<file path="src/rtl/ps2_frame_rx.sv">
// PS/2 device-to-host frame receiver: synchronizes and deglitches the PS/2 lines,
// decodes 11-bit odd-parity frames and buffers received bytes in a small FIFO.
module ps2_frame_rx #(
    parameter int SYNC_STAGES    = 2,
    parameter int FILTER_LEN     = 8,
    parameter int TIMEOUT_CYCLES = 100000,
    parameter int FIFO_DEPTH     = 4
) (
    input  logic       clock,
    input  logic       reset_n,
    input  logic       ps2_clock,
    input  logic       ps2_data,
    input  logic       read_fin,
    output logic       ready,
    output logic [7:0] data,
    output logic       frame_err,
    output logic       overflow
);
    localparam int FW = $clog2(FILTER_LEN + 1);
    localparam int TW = $clog2(TIMEOUT_CYCLES + 1);
    localparam int PW = $clog2(FIFO_DEPTH);

    typedef enum logic [1:0] {IDLE, RECV, CHECK} state_t;

    logic [SYNC_STAGES-1:0] clk_sync, dat_sync;
    logic                   clk_s, dat_s;
    logic                   filt_clk;
    logic [FW-1:0]          flt_cnt;
    logic                   sample_evt;

    state_t        state;
    logic [3:0]    bit_cnt;
    logic [TW-1:0] to_cnt;
    logic [7:0]    shreg;
    logic          parity_bit, stop_bit;
    logic          frame_ok, push;

    logic [7:0]    mem [FIFO_DEPTH];
    logic [PW-1:0] wr_ptr, rd_ptr;
    logic [PW:0]   count;
    logic          rf_q, pop, full, push_ok;

    always_ff @(posedge clock or negedge reset_n) begin
        if (!reset_n) begin
            clk_sync <= '1;
            dat_sync <= '1;
        end else begin
            clk_sync <= {clk_sync[SYNC_STAGES-2:0], ps2_clock};
            dat_sync <= {dat_sync[SYNC_STAGES-2:0], ps2_data};
        end
    end

    assign clk_s = clk_sync[SYNC_STAGES-1];
    assign dat_s = dat_sync[SYNC_STAGES-1];

    // The filtered level flips on the FILTER_LEN-th consecutive differing sample.
    always_ff @(posedge clock or negedge reset_n) begin
        if (!reset_n) begin
            filt_clk <= 1'b1;
            flt_cnt  <= '0;
        end else if (clk_s != filt_clk) begin
            if (flt_cnt == FW'(FILTER_LEN - 1)) begin
                filt_clk <= ~filt_clk;
                flt_cnt  <= '0;
            end else begin
                flt_cnt <= flt_cnt + 1'b1;
            end
        end else begin
            flt_cnt <= '0;
        end
    end

    assign sample_evt = filt_clk & ~clk_s & (flt_cnt == FW'(FILTER_LEN - 1));
    assign frame_ok   = (^{shreg, parity_bit}) & stop_bit;
    assign push       = (state == CHECK) & frame_ok;

    always_ff @(posedge clock or negedge reset_n) begin
        if (!reset_n) begin
            state      <= IDLE;
            bit_cnt    <= '0;
            to_cnt     <= '0;
            shreg      <= '0;
            parity_bit <= 1'b0;
            stop_bit   <= 1'b0;
            frame_err  <= 1'b0;
        end else begin
            frame_err <= 1'b0;
            case (state)
                IDLE: begin
                    if (sample_evt && !dat_s) begin
                        state   <= RECV;
                        bit_cnt <= '0;
                        to_cnt  <= '0;
                    end
                end
                RECV: begin
                    if (sample_evt) begin
                        to_cnt  <= '0;
                        bit_cnt <= bit_cnt + 1'b1;
                        if (bit_cnt < 4'd8) begin
                            shreg <= {dat_s, shreg[7:1]};
                        end else if (bit_cnt == 4'd8) begin
                            parity_bit <= dat_s;
                        end else begin
                            stop_bit <= dat_s;
                            state    <= CHECK;
                        end
                    end else if (to_cnt == TW'(TIMEOUT_CYCLES - 1)) begin
                        frame_err <= 1'b1;
                        state     <= IDLE;
                        to_cnt    <= '0;
                        bit_cnt   <= '0;
                    end else begin
                        to_cnt <= to_cnt + 1'b1;
                    end
                end
                CHECK: begin
                    frame_err <= ~frame_ok;
                    state     <= IDLE;
                    bit_cnt   <= '0;
                end
                default: state <= IDLE;
            endcase
        end
    end

    // Pop is evaluated first, so a simultaneous push into a full buffer still fits.
    assign full    = (count == (PW+1)'(FIFO_DEPTH));
    assign pop     = read_fin & ~rf_q & (count != '0);
    assign push_ok = push & (~full | pop);

    always_ff @(posedge clock or negedge reset_n) begin
        if (!reset_n) begin
            rf_q     <= 1'b0;
            wr_ptr   <= '0;
            rd_ptr   <= '0;
            count    <= '0;
            overflow <= 1'b0;
            for (int i = 0; i < FIFO_DEPTH; i++) mem[i] <= '0;
        end else begin
            rf_q <= read_fin;
            if (push_ok) begin
                mem[wr_ptr] <= shreg;
                wr_ptr      <= wr_ptr + 1'b1;
            end
            if (pop) rd_ptr <= rd_ptr + 1'b1;
            if (push & full & ~pop) overflow <= 1'b1;
            case ({push_ok, pop})
                2'b10:   count <= count + 1'b1;
                2'b01:   count <= count - 1'b1;
                default: count <= count;
            endcase
        end
    end

    assign ready = (count != '0);
    assign data  = mem[rd_ptr];

endmodule
</file>
<file path="config.mk">
export PLATFORM = sky130hd
export DESIGN_NAME = ps2_frame_rx
export DESIGN_NICKNAME = d
export VERILOG_FILES = /design/src/rtl/ps2_frame_rx.sv
export SDC_FILE = /design/constraint.sdc
export NUM_CORES = 1
export LEC_CHECK = 0
export CAP_MARGIN = 15
export CORE_MARGIN = 8
export CORE_UTILIZATION = 36
export CTS_BUF_LIST = sky130_fd_sc_hd__clkbuf_4 sky130_fd_sc_hd__clkbuf_8
export CTS_CLUSTER_SIZE = 30
export DETAILED_ROUTE_END_ITERATION = 8
export SYNTH_ARGS = -nofsm -noshare
export SYNTH_HDL_FRONTEND = slang
export SYNTH_SLANG_ARGS = --single-unit
</file>
<file path="constraint.sdc">
create_clock -name clock -period 2.43 [get_ports clock]
set_input_delay 0.3645 -clock clock [delete_from_list [all_inputs] [get_ports clock]]
set_output_delay 0.3645 -clock clock [all_outputs]
set_load 0.02 [all_outputs]
</file>
* Word-level counts from Yosys, hierarchy flattened
Cells that the tools add are included.
Operators by class: add/sub/neg operators 7, multiply operators 0, divide/modulo/power cells 0, $lt $le $gt $ge 4, eq/ne operators 13, shift-type cells 0, multiplexer cells 26, bitwise operators 20, reduce and logical (&&, ||, !) cells 16
Operators by type and width (count):
- $mux 17 | 3
- $pmux 17 s2 | 1
- $bwmux 32 | 1
- $mux 8 | 3
- $mux 4 | 5
- $add 17x1->17 const B | 1
- $eq 17x17->1 const B | 1
- $bmux 8 s2 | 1
- $demux 8 s2 | 1
- $pmux 4 s3 | 1
- $reduce_and 4->1 | 3
- $mux 2 | 5
- $and 1x1->1 | 9
- $ne 3x3->1 const B | 3
- $reduce_xor 9->1 | 1
- $add 4x1->4 const B | 2
- $not 1->1 | 8
- $ge 3x3->1 const B | 2
- $not 2->3 | 2
- $pmux 3 s2 | 1
- $reduce_and 3->1 | 2
- $reduce_bool 3->1 | 2
- $add 2x1->2 const B | 2
- $eq 2x1->1 const B | 2
- 19 further kinds | 24
Storage, ports and cells: register bits after elaboration 84, latch bits 0, memory bits (writable) 0, bits in read-only memories 0, output and inout bits 11, memories kept 0

* Depth between registers and ports, before layout
Gate-level depths: netlist of run 1.
depth after elaboration 7, mapped depth 10

* Least setup slack after synthesis of run 1
OpenSTA, ideal clock, no wires.
path kind register -> register, from register shreg[1], to register count[2], library setup time 0.079 ns, arrival time 2.526 ns, required time 2.351 ns, path slack -0.175 ns, stages on the path, launching flop included 11, buffers on the path 0, period minus slack after synthesis 2.605 ns, cell sequence dfrtp_1 -> xor2_1 -> xnor3_2 -> xnor2_4 -> or3_1 -> ha_1 -> inv_1 -> fa_1 -> xor2_1 -> nor2_1 -> xor2_1
Between the ends: longest elaborated chain between the ends 6
RTL lines:
- start: declaration | RTL line 34 | logic [7:0] shreg;
- start signal: assignment | RTL line 101 | shreg <= {dat_s, shreg[7:1]};
- $reduce_xor 9->1 (*) | RTL line 74 | assign frame_ok = (^{shreg, parity_bit}) & stop_bit;
- $and 1x1->1 (*) | RTL line 74
- $and 1x1->1 (*) | RTL line 75 | assign push = (state == CHECK) & frame_ok;
- $and 1x1->1 (*) | RTL line 130 | assign push_ok = push & (~full | pop);
- $eq 2x1->1 / $eq 2x2->1 (equally long branches) | RTL line 148 | case ({push_ok, pop})
- $pmux 3 s2 / $reduce_bool 2->1 (equally long branches)
- end signal: assignment | RTL line 149 | 2'b10: count <= count + 1'b1;
- end signal: assignment | RTL line 150 | 2'b01: count <= count - 1'b1;
- end signal: assignment | RTL line 151 | default: count <= count;
- end: declaration | RTL line 40 | logic [PW:0] count;
Every way passes the cells marked *; elsewhere a longest branch is shown, timed or not. A chain may end at the register's enable or synchronous reset.

* Worst setup path after layout of run 1
from register shreg[3], to register count[2]
The elaborated chain is that of the path after synthesis.

==> results of run 1 <==
## registers in the layout (all words and copies together) (netlist names), 2 cells and up
register / flops
to_cnt: 17
flt_cnt: 4
dat_sync: 2
shreg: 8
mem: 32
wr_ptr: 2
clk_sync: 2
state: 2
rd_ptr: 2
bit_cnt: 4
count: 3
## per-stage QoR
stage                     power [uW]  util, %  setup TNS (ps)
after global routing            3560     44.2            -297
after detailed placement        2410     42.2           -95.2
after CTS                       3410     44.0            -159
final                           3340     44.2           -57.3
after global placement          2400     42.2           -16.3
after floorplan                 2150        -            -170
## critical path: cells and delay by family (launching register included)
family                     cells  cell delay [ps]
xor gates and xnor gates       5             1130
and+or+nand+nor                2              460
DFF                            1              390
adders and majority gates      2              350
buffers and inverters          1               50
## cell usage after synthesis (5+ instances only)
cell type	instances	area, um^2
clkbuf_1	5	18.8
dfrtp_1	79	1980
dfstp_2	5	131
ha_1	13	163
inv_1	14	52.6
mux2_2	45	507
mux4_2	8	180
nand2_1	16	60.1
nand3_1	15	75.1
nand4_1	5	31.3
nor2_1	21	78.8
nor3_1	5	25.0
nor4_1	6	37.5
o21ai_0	6	30.0
xnor2_1	12	105
xor2_1	11	96.3
## area by class of cell
cell class,count,area [um^2],area share (%)
inverter,15,56.3,1.16
clock buffer,10,131,2.72
timing repair buffer,44,423,8.75
sequential,84,2110,43.6
multi-input combinational,216,1890,39.0
tap,140,175,3.62
clock inverter,5,53.8,1.11
## worst paths after layout
| check | start | end | cells after the start |
|---|---|---|---|
| max in group asynchronous | reset_n | mem[9] | 3 |
| min | clk_sync[0] | clk_sync[1] | 0 |
| min in group asynchronous | reset_n | rf_q | 2 |
| max | shreg[3] | count[2] | 10 |
| max reg2reg | shreg[3] | count[2] | 10 |
| min reg2reg | clk_sync[0] | clk_sync[1] | 0 |
## layout by cell type, fill, tap and decap left out, types with 6 or more instances in the layout
cell	netlist	layout
inv_1	14	13
clkbuf_8	0	9
nor4_1	6	6
dfrtp_1	79	79
nor2_1	21	21
nand2_1	16	16
nand3_1	15	15
mux4_2	8	8
o21ai_0	6	6
ha_1	13	12
mux2_2	45	45
buf_4	0	26
xor2_1	11	11
xnor2_1	12	12
clkdlybuf4s50_1	0	7
dlymetal6s2s_1	0	7
## power by group through the flow
stage | Combinational [uW] | Sequential [uW] | Clock [uW]
2_1_floorplan | 554 | 1600 | 0
3_3_place_gp | 752 | 1650 | 0
3_5_place_dp | 764 | 1650 | 0
4_1_cts | 767 | 1630 | 1010
5_1_grt | 859 | 1640 | 1060
6_report | 754 | 1630 | 965
## repair_timing
| item | CTS | global route |
|---|---|---|
| cloned | 0 | 0 |
| pin swaps | 7 | 4 |
| hold buffers | 1 | 0 |
| hold endpoints to repair | 20 | 0 |
| buffers inserted | 0 | 1 |
| setup endpoints to repair | 2 | 25 |
| gates resized for setup | 0 | 7 |
## layer usage
layer  routed length (um)  GRT usage (%)
met1                 3570           13.8
met2                 3640           18.5
met3                  278           3.52
met4                  107           4.04
met5                    0              0
## cells by family after synthesis
logic type,Yosys count
muxes,55
AOI/OAI and AO/OA,26
buffers and inverters,21
and+or+nand+nor,96
adders and majority gates,14
xor gates and xnor gates,25
DFF,84
==> results.toml, run 1 <==
[die]
io_pins = 16
rows = 38
die_h_um = 122
die_area_um2 = 14900
core-area_um2 = 10900
initial_core_util_pct = 37.1
die_w_um = 122

[synth]
ys.flop_type = "dfrtp_1"
synth_area_per_cell_um2 = 12.6
synth_cell_types = 49
async_flop_share_pct = 100
yosys.area_share.simple_pct = 13.6
syn_nets = 340
synthAdderAreaFrac_pct = 4.51
yosys_warnings = 0
synthXorXnorAreaFrac_pct = 6.24
ys_ff_latch = 84
syn_area_um2 = 4050
syn_inst = 321
synth_compound_area_share_pct = 4.29
synth_top_family_by_area = "multiplexers"
synth_edf_count = 0
synth.area.mux_share_pct = 17.4
yosysSeqAreaShare_pct = 52.0

[timing]
fin_skew_ps = 8.03
setup_ws_ps = -46.6
whs_ps = 357
finalHoldViolations = 0
period_needed_ps = 2480
tightest_slew_ps = 643
setup_viol_count_final = 2
max_freq_mhz = 404
min_period_over_period_pct = 102
relSlewSlack_pct = 56.9
drv_slew = 0
rsz0062_at_grt = "true"

[critical_path]
cpMostUsedCell = "xor2_1"
slowest_stage = "xnor3_2"
worstSetupStartpointType = "flip-flop"
critPathMaxStageDelay_ps = 490
cp_max_fo = 2
crit_chain = "xnor2_1, xnor3_2, xnor2_4, or3_4, ha_4, inv_2, fa_2, xor2_1, nor2_1, xor2_1"
cp.required_ps = 2680
crit_type = "reg -> reg"
cp.arrival_ps = 2720
reg2reg_setup_slack_ps = -50
critPathCaptureType = "flip-flop"

[clock_tree]
clk_pin_slew_ps = 80
cts_made_buffers = 9
cts.sinks = 84
cts_tree = "yes"
cts-htree-levels = 3
clockBufferDepth = 2
insertion_delay_ps = 360
root_buffer = "clkbuf_8"

[routing]
drtIter0Drc = 122
num_vias = 2570
drt_wl_total_mm = 7.60
dr.pass1.iters = 4
drc_errors = 0
vias_per_cell = 5.00
ant_nets = 0
wl_per_cell_um = 14.8

[pwr]
clkPwrFrac_pct = 28.9
power_frac_seq_pct = 48.6
p_comb_share_pct = 22.5
p_per_area_nw_per_um2 = 692
p_int_uw = 2320
ir_drop_uv = 387
netSwitchingFraction_pct = 30.6
power.leakage_uw = 0.00237
p_switching_uw = 1020

[hold_path]
hp-class = "reg -> reg"

[layout]
final_cells = 514
syn_to_final_growth_pct = 19.3
fin_area_um2 = 4830
antenna-diode-count = 0
drive_above_1_share_pct = 30.2
final.fill_count = 1007
nets = 389

[placement]
place_ws_ps = -69.6
placed_cells = 497
gp_congestion = 0.800
hpwl_mm = 5.34
place_area_um2 = 4610
portBuffers = 15

[flow_run]
cap_violations = 0

[run_status]
violations = "negative setup slack"
status = "complete, but fails checks"

[global_routing]
gr-total-overflow = 0
grt_max_degree = 39
antenna_found_initial = 0
grt_pass1_vias = 2722
grt_pass1_wl_mm = 13.3
track_usage_pct = 11.3
(Power assumes the default switching activity.)
==> run 2: changes to the inputs <==
--- a/config.mk
+++ b/config.mk
@@ -11,6 +11,8 @@
 export CTS_BUF_LIST = sky130_fd_sc_hd__clkbuf_4 sky130_fd_sc_hd__clkbuf_8
 export CTS_CLUSTER_SIZE = 30
 export DETAILED_ROUTE_END_ITERATION = 8
+export GPL_ROUTABILITY_DRIVEN = 0
 export SYNTH_ARGS = -nofsm -noshare
 export SYNTH_HDL_FRONTEND = slang
 export SYNTH_SLANG_ARGS = --single-unit
+export TNS_END_PERCENT = 10
==> results of run 2 <==
Final layout, timing and power as in run 1 (identical DEF).
==> run 3: changes to the inputs <==
--- a/config.mk
+++ b/config.mk
@@ -5,7 +5,6 @@
 export SDC_FILE = /design/constraint.sdc
 export NUM_CORES = 1
 export LEC_CHECK = 0
-export CAP_MARGIN = 15
 export CORE_MARGIN = 8
 export CORE_UTILIZATION = 36
 export CTS_BUF_LIST = sky130_fd_sc_hd__clkbuf_4 sky130_fd_sc_hd__clkbuf_8
==> results of run 3 <==
Final layout, timing and power as in run 1 (identical DEF).
